**src/rtl/pkt_filter_pkg.sv**
```systemverilog
// Shared definitions for the packet dispatch filter: type codes, unit bit
// positions, broadcast ID, FSM states and the fixed per-type route mask.
package pkt_filter_pkg;

    localparam int NUM_UNITS = 4;

    localparam int U_QTU    = 0;
    localparam int U_MNI    = 1;
    localparam int U_KCH    = 2;
    localparam int U_REWARD = 3;

    localparam int unsigned PT_HEARTBEAT    = 0;
    localparam int unsigned PT_CH_ANNOUNCE  = 1;
    localparam int unsigned PT_CLUSTER_JOIN = 2;
    localparam int unsigned PT_DATA         = 3;
    localparam int unsigned PT_Q_UPDATE     = 4;

    // All-ones broadcast; users slice the low WORD_WIDTH bits.
    localparam logic [63:0] BCAST_ID = '1;

    typedef enum logic [1:0] {
        ST_IDLE     = 2'd0,
        ST_DISPATCH = 2'd1,
        ST_WAIT     = 2'd2
    } state_e;

    function automatic logic [NUM_UNITS-1:0] route_mask(input int unsigned ptype,
                                                        input logic        dest_hit);
        logic [NUM_UNITS-1:0] m;
        m = '0;
        case (ptype)
            PT_HEARTBEAT: begin
                m[U_MNI]    = 1'b1;
                m[U_REWARD] = 1'b1;
            end
            PT_CH_ANNOUNCE: begin
                m[U_KCH] = 1'b1;
                m[U_QTU] = 1'b1;
            end
            PT_CLUSTER_JOIN: m[U_KCH] = dest_hit;
            PT_DATA: begin
                if (dest_hit) m[U_REWARD] = 1'b1;
                else          m[U_QTU]    = 1'b1;
            end
            PT_Q_UPDATE: m[U_QTU] = 1'b1;
            default:     m = '0;
        endcase
        return m;
    endfunction

endpackage

```
**src/rtl/pkt_hdr_fifo.sv**
```systemverilog
// Small synchronous header FIFO with full/empty flags; a push is accepted
// while full when a pop happens in the same cycle.
module pkt_hdr_fifo #(
    parameter int WIDTH = 4,
    parameter int DEPTH = 4
) (
    input  logic             clk,
    input  logic             nrst,
    input  logic             i_push,
    input  logic             i_pop,
    input  logic [WIDTH-1:0] i_wdata,
    output logic [WIDTH-1:0] o_rdata,
    output logic             o_full,
    output logic             o_empty
);

    localparam int AW = $clog2(DEPTH);

    logic [AW:0]      r_wptr;
    logic [AW:0]      r_rptr;
    logic [WIDTH-1:0] r_mem [DEPTH];
    logic             w_do_push;
    logic             w_do_pop;

    // Pointers carry one extra wrap bit so full and empty are distinguishable.
    assign o_empty   = (r_wptr == r_rptr);
    assign o_full    = (r_wptr[AW] != r_rptr[AW]) && (r_wptr[AW-1:0] == r_rptr[AW-1:0]);
    assign o_rdata   = r_mem[r_rptr[AW-1:0]];
    assign w_do_pop  = i_pop && !o_empty;
    assign w_do_push = i_push && (!o_full || w_do_pop);

    // NOTE: sequential state uses non-blocking (<=) so every flop samples
    // pre-edge values regardless of block ordering.
    always_ff @(posedge clk or posedge nrst) begin
        if (nrst) begin
            r_wptr <= '0;
            r_rptr <= '0;
        end else begin
            if (w_do_push) r_wptr <= r_wptr + (AW+1)'(1);
            if (w_do_pop)  r_rptr <= r_rptr + (AW+1)'(1);
        end
    end

    // NOTE: storage is deliberately not reset; the pointers alone define
    // validity, and a resettable array costs a flop-per-bit reset network.
    always_ff @(posedge clk) begin
        if (w_do_push) r_mem[r_wptr[AW-1:0]] <= i_wdata;
    end

endmodule

```
**src/rtl/pkt_dispatch_filter.sv**
```systemverilog
// Header queue + classifier + dispatch FSM for the EER-RL units.
// Optional WAIT-state watchdog enabled by defining PKTF_TIMEOUT_EN.
module pkt_dispatch_filter
    import pkt_filter_pkg::*;
#(
    parameter int WORD_WIDTH     = 16,
    parameter int TYPE_WIDTH     = 3,
    parameter int FIFO_DEPTH     = 4,
    parameter int TIMEOUT_CYCLES = 64
) (
    input  logic                  clk,
    input  logic                  nrst,
    input  logic                  newpkt,
    input  logic [TYPE_WIDTH-1:0] fPktType,
    input  logic [WORD_WIDTH-1:0] destinationID,
    input  logic [WORD_WIDTH-1:0] myNodeID,
    input  logic [3:0]            unit_done,
    output logic                  en_QTU,
    output logic                  en_MNI,
    output logic                  en_KCH,
    output logic                  en_reward,
    output logic                  iAmDestination,
    output logic                  busy,
    output logic                  fifo_full,
    output logic [7:0]            drop_cnt,
    output logic                  timeout_err
);

    if (FIFO_DEPTH < 2 || (FIFO_DEPTH & (FIFO_DEPTH - 1)) != 0 || TIMEOUT_CYCLES < 1) begin : g_param_check
        $error("pkt_dispatch_filter: FIFO_DEPTH must be a power of two >= 2, TIMEOUT_CYCLES >= 1");
    end

    state_e                r_state;
    logic [NUM_UNITS-1:0]  r_mask;
    logic [NUM_UNITS-1:0]  r_en;
    logic [NUM_UNITS-1:0]  r_collected;
    logic                  r_iam;
    logic                  r_busy;
    logic [7:0]            r_drop_cnt;

    logic                  w_hit;
    logic [TYPE_WIDTH:0]   w_wdata;
    logic [TYPE_WIDTH:0]   w_rdata;
    logic                  w_full;
    logic                  w_empty;
    logic                  w_pop;
    logic                  w_push;
    logic                  w_drop;
    logic [NUM_UNITS-1:0]  w_head_mask;
    logic [NUM_UNITS-1:0]  w_collect;
    logic                  w_complete;

    assign w_hit   = (destinationID == myNodeID) ||
                     (destinationID == BCAST_ID[WORD_WIDTH-1:0]);
    assign w_wdata = {fPktType, w_hit};
    assign w_pop   = (r_state == ST_IDLE) && !w_empty;
    assign w_push  = newpkt && (!w_full || w_pop);
    assign w_drop  = newpkt && w_full && !w_pop;

    assign w_head_mask = route_mask(32'(w_rdata[TYPE_WIDTH:1]), w_rdata[0]);
    assign w_collect   = r_collected | unit_done;
    assign w_complete  = ((w_collect & r_mask) == r_mask);

    pkt_hdr_fifo #(
        .WIDTH (TYPE_WIDTH + 1),
        .DEPTH (FIFO_DEPTH)
    ) u_fifo (
        .clk     (clk),
        .nrst    (nrst),
        .i_push  (w_push),
        .i_pop   (w_pop),
        .i_wdata (w_wdata),
        .o_rdata (w_rdata),
        .o_full  (w_full),
        .o_empty (w_empty)
    );

    always_ff @(posedge clk or posedge nrst) begin
        if (nrst) begin
            r_drop_cnt <= '0;
        end else if (w_drop && r_drop_cnt != 8'hFF) begin
            r_drop_cnt <= r_drop_cnt + 8'd1;
        end
    end

`ifdef PKTF_TIMEOUT_EN
    localparam int TO_W = $clog2(TIMEOUT_CYCLES + 1);
    logic [TO_W-1:0] r_wait_cnt;
    logic            r_timeout_err;
`endif

    always_ff @(posedge clk or posedge nrst) begin
        if (nrst) begin
            r_state     <= ST_IDLE;
            r_mask      <= '0;
            r_en        <= '0;
            r_collected <= '0;
            r_iam       <= 1'b0;
            r_busy      <= 1'b0;
`ifdef PKTF_TIMEOUT_EN
            r_wait_cnt    <= '0;
            r_timeout_err <= 1'b0;
`endif
        end else begin
            r_en <= '0;
            case (r_state)
                ST_IDLE: begin
                    // Zero-mask entries are popped and dropped here, one per cycle.
                    if (!w_empty && w_head_mask != '0) begin
                        r_mask  <= w_head_mask;
                        r_en    <= w_head_mask;
                        r_iam   <= w_rdata[0];
                        r_busy  <= 1'b1;
                        r_state <= ST_DISPATCH;
                    end
                end
                ST_DISPATCH: begin
                    r_collected <= unit_done;
                    r_state     <= ST_WAIT;
`ifdef PKTF_TIMEOUT_EN
                    r_wait_cnt  <= '0;
`endif
                end
                ST_WAIT: begin
                    r_collected <= w_collect;
                    if (w_complete) begin
                        r_state <= ST_IDLE;
                        r_busy  <= 1'b0;
                        r_iam   <= 1'b0;
                    end
`ifdef PKTF_TIMEOUT_EN
                    else if (r_wait_cnt == TO_W'(TIMEOUT_CYCLES - 1)) begin
                        r_state       <= ST_IDLE;
                        r_busy        <= 1'b0;
                        r_iam         <= 1'b0;
                        r_timeout_err <= 1'b1;
                    end else begin
                        r_wait_cnt <= r_wait_cnt + TO_W'(1);
                    end
`endif
                end
                default: r_state <= ST_IDLE;
            endcase
        end
    end

    assign en_QTU         = r_en[U_QTU];
    assign en_MNI         = r_en[U_MNI];
    assign en_KCH         = r_en[U_KCH];
    assign en_reward      = r_en[U_REWARD];
    assign iAmDestination = r_iam;
    assign busy           = r_busy;
    assign fifo_full      = w_full;
    assign drop_cnt       = r_drop_cnt;
`ifdef PKTF_TIMEOUT_EN
    assign timeout_err    = r_timeout_err;
`else
    assign timeout_err    = 1'b0;
`endif

endmodule

```
**config.mk**
```make
export PLATFORM = sky130hd
export DESIGN_NAME = pkt_dispatch_filter
export DESIGN_NICKNAME = d
export VERILOG_FILES = /design/src/rtl/pkt_filter_pkg.sv /design/src/rtl/pkt_hdr_fifo.sv /design/src/rtl/pkt_dispatch_filter.sv
export SDC_FILE = /design/constraint.sdc
export NUM_CORES = 1
export LEC_CHECK = 0
export CELL_PAD_IN_SITES_DETAIL_PLACEMENT = 0
export CELL_PAD_IN_SITES_GLOBAL_PLACEMENT = 2
export CORE_MARGIN = 2
export CORE_UTILIZATION = 32
export CTS_BUF_LIST = sky130_fd_sc_hd__clkbuf_16
export CTS_CLUSTER_SIZE = 30
export DETAILED_ROUTE_END_ITERATION = 16
export PLACE_DENSITY = 0.87
export SKIP_CTS_REPAIR_TIMING = 1
export SLEW_MARGIN = 15
export SYNTH_ARGS = -nofsm -noshare
export SYNTH_HDL_FRONTEND = slang
export SYNTH_SLANG_ARGS = --single-unit
```
**constraint.sdc**
```tcl
create_clock -name clk -period 2.2 [get_ports clk]
set_input_delay 0.44 -clock clk [delete_from_list [all_inputs] [get_ports clk]]
set_output_delay 0.44 -clock clk [all_outputs]
set_load 0.01 [all_outputs]
```
==> summary.md <==
| Metric | Value |
|---|---|
| IO buf count | 56 |
| Floorplan die area | 8170 um^2 |
| Routability congestion estimate from global placement | 0.853 |
| Leakage dissipation | 1.36 nW |
| Kind of end point of the critical path | register |
| HPWL after DPL | 3500 um |
| Worst-Skew Late Latency | 290 ps |
| Total power density per cell area | 1240 nW/um^2 |
| Maximum fanout count along the critical path | 8 |
| Clock Path Buffers | 2 |
| TritonCTS buffer count | 5 |
| Number of sinks driven by the clock tree | 46 |
| Setup Crit Path Kind | register to register |
| Worst Hold Class | register to register |
| Synth-to-layout area growth | 36.2% |
| Warnings from Yosys | 0 |
| Number of routed nets with antenna violations | 0 |
| Final period demand of the worst path | 2040 ps |
| Number of global-route vias before repair | 1664 |
| Sequential fraction of the synthesis area | 0.515 |
| Clock tree from TritonCTS | built |
| Starting utilization of the core area | 0.329 |
| Final Slew Violations | 0 |
| Std-Cell Core Area | 7250 um^2 |
| NumNets Final | 314 |
| Via total after detailed routing | 1640 |
| Fin Clk Skew | 8.26 ps |
| Die Y-Extent | 90.4 um |
| Number of placed I/O pins | 58 |
| Internal reg-to-reg setup slack | 160 ps |
| Detailed-route vias per instance | 4.53 |
| Post-route DRC | 0 |
| Number of max-capacitance violations reported | 0 |
| Wire length after detailed routing | 4430 um |
| Worst endpoint data arrival time | 2210 ps |
| Antenna Cells | 0 |
| Overall power after layout | 4.03 mW |
| Final setup vio count | 0 |
| Result of the run | finished, final reports clean |
| Worst voltage drop across the vdd grid | 0.445 mV |
| Detailed router's first-iteration violation count | 49 |
| Setup repair after global routing missed its margin | false |
| Number of cell rows | 31 |
| Maximum number of pins on one net before global-route repair | 31 |
| Drt first pass iters | 4 |
| Avg Synthesized Cell Area | 12.1 um^2 |
| Type of origin of the critical path | register |
| Post-synthesis register bit count | 46 |
| Wire length of the first global-routing pass | 7600 um |
| Layout cell share with drive strength beyond 1 | 0.118 |
| Clock transition at the registers of the reported paths | 60 ps |
| Count of different cell masters after synthesis | 43 |
| X dimension of the die | 90.4 um |
| Number of antenna violations at the first check in global routing | 0 |
| Wirelength per Cell | 12.2 um |
| Req. time, crit path | 2370 ps |
| Post-Syn Instances | 197 |
| Upper clock frequency limit | 491 MHz |
| Number of hold violations in the final report | 0 |
| Clk Tree Root Cell | sky130_fd_sc_hd__clkbuf_16 |
| Fraction of the core area covered by cells at the end of the flow | 0.449 |
| H-tree depth reported by CTS | 2 |
| Total routing resource utilization after global routing | 0.115 |
| Final period util | 0.925 |
| Global-route congestion overflow total | 0 |
| Netlist area before placement | 2390 um^2 |
| Post-Syn Nets | 249 |
==> layout by cell type, fill, tap and decap left out, drive strengths merged <==
cell type,instances
o31ai,2
a211o,1
clkinvlp,1
o2bb2ai,1
edfxtp,16
o32ai,1
mux4,4
a22oi,2
and3,3
inv,12
xnor2,9
clkinv,1
ha,10
or2,2
conb,1
and2,1
a21oi,3
a22o,4
nor3,4
nor4,5
xor2,22
clkdlybuf4s50,55
buf,9
a21o,1
a2bb2oi,1
o211ai,1
dfrtp,30
nand3,2
nand4,8
nor3b,4
o21ai,4
and4,2
nand2,13
nor2,11
or4,1
clkbuf,5
mux2,6
dlymetal6s2s,1
nand2b,4
==> stage by stage <==
stage	cell area (um^2)	setup TNS [ps]	hold slack, ps	worst slack (ps)	instances
2_1_floorplan	2390	0	454	165	197
3_3_place_gp	3090	0	474	220	354
3_5_place_dp	3090	0	489	174	354
4_1_cts	3240	-89.5	508	-89.5	362
5_1_grt	3250	0	516	30.2	362
6_report	3250	0	502	164	362
==> synth_stat cells, drive strengths merged <==
library cell,count,area share
buf,4,0.015
nor3b,4,0.015
or2,2,0.0052
o2bb2ai,1,0.0037
mux2,6,0.031
and4,2,0.0073
edfxtp,16,0.20
nand4,8,0.021
xor2,22,0.081
a2bb2oi,1,0.0037
nor2,11,0.017
o31ai,2,0.0084
mux4,4,0.041
nand2b,4,0.010
nor3,4,0.0084
o211ai,1,0.0089
o32ai,1,0.0037
inv,11,0.017
clkbuf,3,0.0047
or4,1,0.0031
nand2,13,0.020
a21oi,3,0.0063
nand3,2,0.0042
o21ai,4,0.010
a22o,4,0.015
conb,1,0.0016
nor4,5,0.013
and3,3,0.0079
xnor2,9,0.033
a22oi,2,0.0063
a211o,1,0.0037
ha,10,0.052
and2,1,0.0026
a21o,1,0.0031
dfrtp,30,0.31
==> registers in the layout (all words and copies together), names as in the netlist <==
name / count
iAmDestination: 1
u_fifo.r_rptr: 3
r_en: 4
r_mask: 4
busy: 1
u_fifo.r_mem: 16
drop_cnt: 8
u_fifo.r_wptr: 3
r_state: 2
r_collected: 4
==> logic make-up after synthesis <==
logic type | after synthesis | share of synthesized area
and+or+nand+nor | 60 | 0.136
DFF | 46 | 0.515
xor gates and xnor gates | 31 | 0.114
AOI/OAI and AO/OA | 21 | 0.0723
buffers and inverters | 18 | 0.0367
adders and majority gates | 10 | 0.0524
muxes | 10 | 0.0723
other | 1 | 0.00157
==> worst max-delay path, cell delays in order, from the launching register on <==
cell	delay, ps
sky130_fd_sc_hd__dfrtp_1	440
sky130_fd_sc_hd__mux4_2	610
sky130_fd_sc_hd__nor2_1	220
sky130_fd_sc_hd__o21ai_2	110
sky130_fd_sc_hd__o211ai_4	230
sky130_fd_sc_hd__mux2_4	320
==> routing by layer <==
layer  GRT usage  part of all wire  vias up
met5           0                 0        -
li1            -                 -      831
met3      0.0417             0.064        5
met1       0.136              0.45      764
met2       0.193              0.47       40
met4      0.0436             0.013        0
==> cell type report <==
| class | instances | area (um^2) |
|---|---|---|
| Clock buffer | 5 | 125 |
| Clock inverter | 3 | 25.0 |
| Fill cell | 698 | 4000 |
| Inverter | 11 | 41.3 |
| Multi-Input combinational cell | 133 | 1080 |
| Sequential cell | 46 | 1230 |
| Tap cell | 99 | 124 |
| Timing Repair Buffer | 65 | 631 |
==> worst paths after layout <==
check | start | to | depth (start not counted)
worst max-delay path | u_fifo.r_rptr[0] | r_state[0] | 5
worst min-delay path | r_collected[1] | r_collected[1] | 1
worst max register to register | u_fifo.r_rptr[0] | r_state[0] | 5
worst min register to register | r_collected[1] | r_collected[1] | 1
max in group asynchronous | nrst | r_mask[1] | 3
min in group asynchronous | nrst | drop_cnt[3] | 3
==> power by group <==
| part | switching [mW] | internal [mW] | total (mW) |
|---|---|---|---|
| registers | 0.219 | 1.19 | 1.41 |
| clock network | 0.328 | 0.426 | 0.754 |
| logic | 0.902 | 0.972 | 1.87 |
| total | 1.45 | 2.59 | 4.03 |
(Power assumes the default switching activity.)
==> RTL change: new RTL, config.mk and constraints unchanged <==
Change the parameter `TYPE_WIDTH` from 3 to 4.
--- a/src/rtl/pkt_dispatch_filter.sv
+++ b/src/rtl/pkt_dispatch_filter.sv
@@ -4,7 +4,7 @@
     import pkt_filter_pkg::*;
 #(
     parameter int WORD_WIDTH     = 16,
-    parameter int TYPE_WIDTH     = 3,
+    parameter int TYPE_WIDTH     = 4,
     parameter int FIFO_DEPTH     = 4,
     parameter int TIMEOUT_CYCLES = 64
 ) (
Ports: changed (resized fPktType); port bits go from 58 to 59. The function was not compared with the original's and may differ.
==> RTL change against the unedited design <==
Sequential cell count grew 4. Via count grew 4.9%. Design area grew 5.8%. Critical path depth grew 3. Die area grew 2.8%. Worst setup slack lost 87 ps. Synthesized area grew 2.9%. Global-route usage grew 0.31 points. Routed wire length grew 6.0%. Core utilization grew 2.1 points. Total power grew 4.9%. Sequential power grew 6%.
==> RTL change: results <==
metrics = {
    "layout": {
        "largest_reg_flops": 20,
        "fillers": 661,
    },
    "run_status": {
        "status": "complete, no violations",
    },
    "synth": {
        "synth-async-reset-ratio": 0.600,
        "netlist_top_cells_count": "dfrtp_1 (30), edfxtp_1 (20), xor2_1 (19)",
        "synthAdderAreaFrac": 0.0509,
        "netlist_top_cells_area": "dfrtp_1 (31%), edfxtp_1 (24%), xor2_1 (6.8%), ha_1 (5.1%), xnor2_1 (3.9%)",
        "synth_cell_types": 39,
        "synth_compound_area_frac": 0.0769,
        "synth_fp_nets": 246,
        "synthMuxAreaShare": 0.0733,
        "synth-xor-area-share": 0.107,
        "synth-edff-count": 20,
        "synth_seq_area_share": 0.550,
    },
    "setup_path": {
        "critPathMaxStageDelay_ps": 540,
        "crit_fanout": 6,
        "critPathArrivalTime_ps": 2300,
        "crit_family": "compound AO/OA/AOI/OAI gates",
    },
    "place": {
        "numPortBuffers": 57,
        "place.gp.congestion": 0.710,
        "dp_hpwl_mm": 3.56,
    },
    "drt": {
        "wl_per_cell_um": 12.7,
        "vias": 1720,
        "detail_route.iter0.violations": 65,
    },
    "clock_tree": {
        "clock_tree.htree_level_count": 2,
    },
    "pwr": {
        "leakagePower_nw": 1.45,
        "peakVddDrop_mv": 0.387,
    },
    "global_routing": {
        "grt_pass1_wl_mm": 7.87,
        "grt_pass1_vias": 1756,
        "grt_usage": 0.118,
    },
    "timing": {
        "finClkSkew_ps": 2.86,
    },
}
-- RTL change: cell types whose count changed after synthesis, moves of 3 or more --
cell,unedited run,this run
a21o_2,0,4
edfxtp_1,16,20
nand3_1,2,6
nand2b_1,4,1
nor3_1,4,1
nor3b_1,3,0
o21ai_0,3,0
xor2_1,22,19
-- RTL change: kinds of logic (layout without fill, tap and decap cells) --
kind of cell / Yosys count / in the layout
buffers and inverters: 16 / 95
AO/OA/AOI/OAI: 23 / 23
AND/OR/NAND/NOR: 53 / 53
flip-flops: 50 / 50
adder cells (fa/ha/maj): 10 / 10
other: 1 / 1
multiplexers: 10 / 10
XOR/XNOR: 30 / 30
-- RTL change: worst paths after layout --
kind / start / end / slack [ps] / depth (start not counted)
max in group asynchronous: nrst / u_fifo.r_rptr[0]$_DFFE_PP0P_ / 1380 / 3
min in group asynchronous: nrst / drop_cnt[6]$_DFFE_PP0P_ / 530 / 3
worst min-delay path: r_mask[0]$_DFFE_PP0P_ / r_mask[0]$_DFFE_PP0P_ / 490 / 1
worst max-delay path: u_fifo.r_rptr[0]$_DFFE_PP0P_ / iAmDestination$_DFFE_PP0P_ / 80 / 8
worst max register to register: u_fifo.r_rptr[0]$_DFFE_PP0P_ / iAmDestination$_DFFE_PP0P_ / 80 / 8
worst min register to register: r_mask[0]$_DFFE_PP0P_ / r_mask[0]$_DFFE_PP0P_ / 490 / 1
-- RTL change: final cells by class --
type	count	share of cell area
flip-flops and latches	50	0.393
well taps	99	0.0360
clock buffers	5	0.0363
clock inverters	3	0.0127
repair buffers	75	0.207
inverters	12	0.0131
multi-input cells	127	0.303
-- RTL change: worst register-to-register path: cells and delay by family, from the launching register on --
| family | cells | cell delay, ps |
|---|---|---|
| multiplexers | 1 | 540 |
| buffers and inverters | 3 | 410 |
| AO/OA/AOI/OAI | 3 | 600 |
| flip-flops | 1 | 420 |
| AND/OR/NAND/NOR | 1 | 40 |
-- RTL change: power breakdown --
group          internal (mW)  switching, mW  total (mW)  leakage [nW]
sequential              1.27          0.217        1.49         0.567
clock                  0.537          0.328       0.866        0.0804
combinational           1.06          0.808        1.87         0.801
-- RTL change: layer usage --
metal	global-route usage	up-vias	part of all wire
li1	-	845	-
met1	0.139	810	0.43
met2	0.205	59	0.49
met3	0.0337	6	0.063
met4	0.0455	0	0.015
met5	0	-	0
-- RTL change: through the flow --
step | utilization | setup slack (ps) | cell area [µm²] | setup TNS, ps | instances
after floorplan | - | 79.3 | 2460 | 0 | 193
after global placement | 0.442 | 36.3 | 3240 | 0 | 360
after detailed placement | 0.442 | 20.1 | 3240 | 0 | 360
after CTS | 0.465 | -211 | 3410 | -211 | 368
after global routing | 0.470 | -1.91 | 3440 | -1.91 | 371
final | 0.470 | 77.1 | 3440 | 0 | 371
